--- config.mk ---
export PLATFORM = sky130hd
export DESIGN_NAME = mem_port_arbiter
export DESIGN_NICKNAME = d
export VERILOG_FILES = /design/src/rtl/mem_port_arbiter.sv
export SDC_FILE = /design/constraint.sdc
export NUM_CORES = 1
export LEC_CHECK = 0
export ABC_AREA = 1
export CELL_PAD_IN_SITES_DETAIL_PLACEMENT = 1
export CELL_PAD_IN_SITES_GLOBAL_PLACEMENT = 1
export CORE_AREA = 4 4 105 107
export DETAILED_ROUTE_END_ITERATION = 7
export DIE_AREA = 0 0 109 111
export DONT_BUFFER_PORTS = 1
export PLACE_DENSITY_LB_ADDON = 0.1
export SYNTH_ARGS = -nofsm -noshare
export SYNTH_HDL_FRONTEND = slang
export SYNTH_SLANG_ARGS = --single-unit
export TNS_END_PERCENT = 50
--- constraint.sdc ---
create_clock -name clk -period 1.85 [get_ports clk]
set_input_delay 0.2775 -clock clk [delete_from_list [all_inputs] [get_ports clk]]
set_output_delay 0.2775 -clock clk [all_outputs]
set_load 0.1 [all_outputs]
--- src/rtl/mem_port_arbiter.sv ---
// Arbitrates one single-port memory between instruction fetch and the load/store path.
// Data has fixed priority, only one transaction is outstanding, and a response timeout is enforced.
module mem_port_arbiter #(
    parameter int AW      = 32,
    parameter int DW      = 32,
    parameter int TIMEOUT = 64
) (
    input  logic            clk,
    input  logic            reset,

    input  logic            if_req_i,
    input  logic [AW-1:0]   if_addr_i,
    input  logic            if_flush_i,
    output logic [DW-1:0]   if_rdata_o,
    output logic            if_valid_o,
    output logic            if_stall_o,

    input  logic            d_req_i,
    input  logic            d_we_i,
    input  logic [DW/8-1:0] d_be_i,
    input  logic [AW-1:0]   d_addr_i,
    input  logic [DW-1:0]   d_wdata_i,
    output logic [DW-1:0]   d_rdata_o,
    output logic            d_valid_o,
    output logic            d_stall_o,

    output logic            mem_req_o,
    output logic            mem_we_o,
    output logic [DW/8-1:0] mem_be_o,
    output logic [AW-1:0]   mem_addr_o,
    output logic [DW-1:0]   mem_wdata_o,
    input  logic            mem_gnt_i,
    input  logic            mem_rvalid_i,
    input  logic [DW-1:0]   mem_rdata_i,

    output logic            err_o
);

    // state   | meaning
    // IDLE    | no transaction outstanding; arbitrate and present a request
    // WAIT_D  | data access granted, waiting for mem_rvalid_i
    // WAIT_I  | fetch granted, waiting for mem_rvalid_i (may be dropped by flush)

    localparam int BW = DW / 8;
    localparam int CW = (TIMEOUT > 2) ? $clog2(TIMEOUT) : 1;
    localparam logic [CW-1:0] CNT_LAST = CW'(TIMEOUT - 1);

    typedef enum logic [1:0] {
        ST_IDLE   = 2'd0,
        ST_WAIT_D = 2'd1,
        ST_WAIT_I = 2'd2
    } state_t;

    state_t        state;
    state_t        state_nxt;
    logic [CW-1:0] cnt;
    logic          drop;
    logic          sel_d;
    logic          in_wait;
    logic          timeout_hit;
    logic          resp_done;

    assign sel_d       = d_req_i;
    assign in_wait     = (state == ST_WAIT_D) || (state == ST_WAIT_I);
    assign timeout_hit = in_wait && !mem_rvalid_i && (cnt == CNT_LAST);
    assign resp_done   = mem_rvalid_i || timeout_hit;

    always_ff @(posedge clk) begin
        if (reset) begin
            state <= ST_IDLE;
        end else begin
            state <= state_nxt;
        end
    end

    // Counter restarts from zero on every entry into a wait state.
    always_ff @(posedge clk) begin
        if (reset || !in_wait) begin
            cnt <= '0;
        end else begin
            cnt <= cnt + 1'b1;
        end
    end

    always_ff @(posedge clk) begin
        if (reset) begin
            drop <= 1'b0;
        end else if ((state == ST_WAIT_I) && !resp_done) begin
            drop <= drop | if_flush_i;
        end else begin
            drop <= 1'b0;
        end
    end

    always_comb begin
        state_nxt = state;
        case (state)
            ST_IDLE: begin
                if ((d_req_i || if_req_i) && mem_gnt_i) begin
                    state_nxt = sel_d ? ST_WAIT_D : ST_WAIT_I;
                end
            end
            ST_WAIT_D, ST_WAIT_I: begin
                if (resp_done) begin
                    state_nxt = ST_IDLE;
                end
            end
            default: state_nxt = ST_IDLE;
        endcase
    end

    always_comb begin
        mem_req_o   = 1'b0;
        mem_we_o    = 1'b0;
        mem_be_o    = {BW{1'b1}};
        mem_addr_o  = if_addr_i;
        mem_wdata_o = '0;
        d_valid_o   = 1'b0;
        if_valid_o  = 1'b0;
        err_o       = 1'b0;

        if (sel_d) begin
            mem_we_o    = d_we_i;
            mem_be_o    = d_be_i;
            mem_addr_o  = d_addr_i;
            mem_wdata_o = d_wdata_i;
        end

        // Outputs are masked during reset so a late response cannot leak out.
        if (!reset) begin
            mem_req_o  = (state == ST_IDLE) && (d_req_i || if_req_i);
            d_valid_o  = (state == ST_WAIT_D) && mem_rvalid_i;
            if_valid_o = (state == ST_WAIT_I) && mem_rvalid_i && !drop && !if_flush_i;
            err_o      = timeout_hit;
        end
    end

    assign d_rdata_o  = mem_rdata_i;
    assign if_rdata_o = mem_rdata_i;
    assign d_stall_o  = d_req_i && !d_valid_o;
    assign if_stall_o = if_req_i && !if_valid_o;

endmodule

==> run_results.csv <==
group,metric,value,unit
status,status,"finished, final reports clean",
synthesis,synth.avg_cell_area,5.38,µm²
floorplanning,rows,37,
floorplanning,core_area,10100,µm²
routing,wl_per_cell,14.4,µm
cells_and_area,drive_gt1_share,31.7,%
synthesis,synth_largest_area_cell,"nand2_1",
setup_path,cp-endpoint,"err_o",
synthesis,post-synth-top-count-cell,"nand2_1",
routing,vias,1737,
setup_path,worstReg2RegEnd,"state[1]$_SDFFE_PP0P_",
setup_path,crit_slowest_cell,"dfxtp_2",
cells_and_area,fill_cells,1258,
setup_path,rrSetupSlack,470,ps
power,vdd_drop_max,0.404,mV
setup_path,crit_path_max_fanout,3,
synthesis,synth.top_cells.by_count,"144 x nand2_1, 65 x buf_4, 41 x inv_1",
cts,clock_sinks,9,
grt,grt_usage,9.82,%
cts,cts_inserted_buffers,3,
timing,slew_violations,0,
synthesis,netlist_instances,307,
power,clockPowerShare,10.5,%
routing,drtAntennaViolNets,0,
cells_and_area,final_nets,457,
cells_and_area,final_core_util,24.3,%
routing,first_pass_iters,4,
cts,cts_tree,"done",
synthesis,synth_top_area_share,32.7,%
grt,grt_max_degree,69,
floorplanning,pin_count,279,
timing,fmax,549,MHz
power,p_int,0.877,mW
routing,drt_iter0_drc,32,
flow_run,max-cap-violations,0,
setup_path,startpoint,"state[1]$_SDFFE_PP0P_",
setup_path,critPathArrivalTime,1540,ps
grt,grt_overflow,0,
routing,remaining_drc_errors,0,
timing,rsz0062_at_grt,"yes",
cts,hold_buffers,0,
setup_path,crit_chain,"inv_1 -> ha_1 -> nand2_2 -> nor4_4 -> buf_12",
timing,setup_viol,0,
place,port_buffers,0,
power,pwr-share-seq,12.4,%
synthesis,synthTopCellsByArea,"nand2_1 33%, buf_4 30%, dfxtp_1 11%",
power,p_sw_share,60.2,%
timing,relSlewSlack,76.8,%
floorplanning,fp.dieW,109,µm
routing,vias_per_cell,3.88,
cts,htreeDepth,1,
setup_path,timing.rr.start,"state[1]$_SDFFE_PP0P_",
synthesis,syn-num-nets,451,
timing,worst_pin_slew,347,ps
synthesis,synth_edf_count,0,
cells_and_area,stdcell_area,2460,µm²
synthesis,yosysWarnings,0,
cells_and_area,syn2layout_area_growth,49.2,%
synthesis,yosys_most_used_dff,"dfxtp_1",
synthesis,async_reset_ff_share,0,%
synthesis,synth.ff_latch_count,9,
grt,grt_pass1_vias,1839,
setup_path,slowest_delay,350,ps
power,p_sw,1.33,mW
grt,grt_antenna_before_repair,0,
timing,fin_skew,4.14,ps
setup_path,crit_type,"flip-flop to primary output",
synthesis,ys_seq_area_share,10.9,%
worst_hold_path,hp-class,"input port to flip-flop",
timing,fin_hold_ws,111,ps
synthesis,syn_area,1650,µm²
floorplanning,start_util,16.3,%
cts,clockBufferDepth,2,
setup_path,rr_worst_depth,8,
floorplanning,die_h,111,µm
floorplanning,dieArea,12100,µm²
setup_path,required,1570,ps
power,p_total,2.20,mW
power,pwr-share-comb,77.1,%
cts,cts_root_buf,"clkbuf_8",
routing,drt-total-wl,6450,µm
power,pwr_density_cell,894,nW/µm²
synthesis,ys_types,21,
cts,path_clk_slew,50,ps
grt,grt_pass1_wl,9500,µm
setup_path,end_kind,"primary output",
place,place_congestion,0.734,
timing,worst_slack,27.6,ps
timing,post-route-min-period,1820,ps
cells_and_area,diodes,0,
place,dpl.cell_count,444,
timing,final.period_utilization,98.5,%
place,hpwl,5560,µm
place,dpl-instance-area,2420,µm²
timing,final-hold-violation-count,0,
cts,insertion_delay,230,ps
place,dp_slack,210,ps
timing,setup_tns,0,ps
cells_and_area,stdcell_count,448,
power,leakage,1.43,nW
setup_path,start_kind,"flip-flop",
==> logic make-up after synthesis <==
family | count (synthesis) | synth area share, %
XOR/XNOR | 1 | 0.530
AND/OR/NAND/NOR | 171 | 41.2
adder cells (fa/ha/maj) | 4 | 3.03
AO/OA/AOI/OAI | 5 | 2.35
buffers and inverters | 117 | 42.0
flip-flops | 9 | 10.9
==> worst min-delay path by stage <==
stage / to / cells after the start / start
2_1_floorplan: state[1]$_SDFFE_PP0P_ / 1 / reset
3_5_place_dp: state[1]$_SDFFE_PP0P_ / 1 / reset
3_3_place_gp: state[1]$_SDFFE_PP0P_ / 1 / reset
4_1_cts: state[1]$_SDFFE_PP0P_ / 1 / reset
6_report: state[1]$_SDFFE_PP0P_ / 1 / reset
5_1_grt: state[1]$_SDFFE_PP0P_ / 1 / reset
==> worst max-delay path, delay by kind of cell (launching register included) <==
family / cells / cell delay [ps]
adders and majority gates: 1 / 320
buffers and inverters: 2 / 280
DFF: 1 / 350
and+or+nand+nor: 2 / 360
==> registers in the layout (all words and copies together), names as in the netlist <==
name   cells
drop       1
cnt        6
state      2
==> power by group through the flow <==
stage | sequential [mW] | clock, mW | combinational [mW]
finish | 0.274 | 0.232 | 1.70
floorplan | 0.272 | 0 | 1.91
detailed placement | 0.279 | 0 | 1.71
global route | 0.280 | 0.254 | 1.79
global placement | 0.275 | 0 | 1.71
CTS | 0.275 | 0.242 | 1.72
==> repair_timing <==
| action | CTS | global route |
|---|---|---|
| setup buffers | 0 | 0 |
| pin swaps | 1 | 0 |
| setup endpoints to repair | 1 | 2 |
| gates resized for setup | 0 | 1 |
==> routing by layer <==
| layer | track usage (%) | vias up | wire (µm) |
|---|---|---|---|
| met5 | 0 | - | 0 |
| met4 | 4.80 | 0 | 221 |
| met3 | 2.68 | 26 | 786 |
| met2 | 18.3 | 125 | 3430 |
| met1 | 9.69 | 752 | 2010 |
| li1 | - | 834 | - |
==> area by class of cell <==
| type | count | area [µm²] | share of cell area [%] |
|---|---|---|---|
| clock buffers | 4 | 45.0 | 1.83 |
| inverters | 42 | 158 | 6.40 |
| multi-input cells | 181 | 847 | 34.4 |
| flip-flops and latches | 9 | 183 | 7.41 |
| well taps | 136 | 170 | 6.90 |
| repair buffers | 76 | 1060 | 43.1 |
==> cells in the final DEF (no fill, tap or decap), types with 3 or more instances in the layout <==
cell,count
dfxtp_1,7
or2_2,4
nor2_1,8
buf_12,39
buf_4,36
nand2_1,142
nor3_1,3
inv_1,40
ha_1,3
clkbuf_8,3
(Power assumes the default switching activity.)
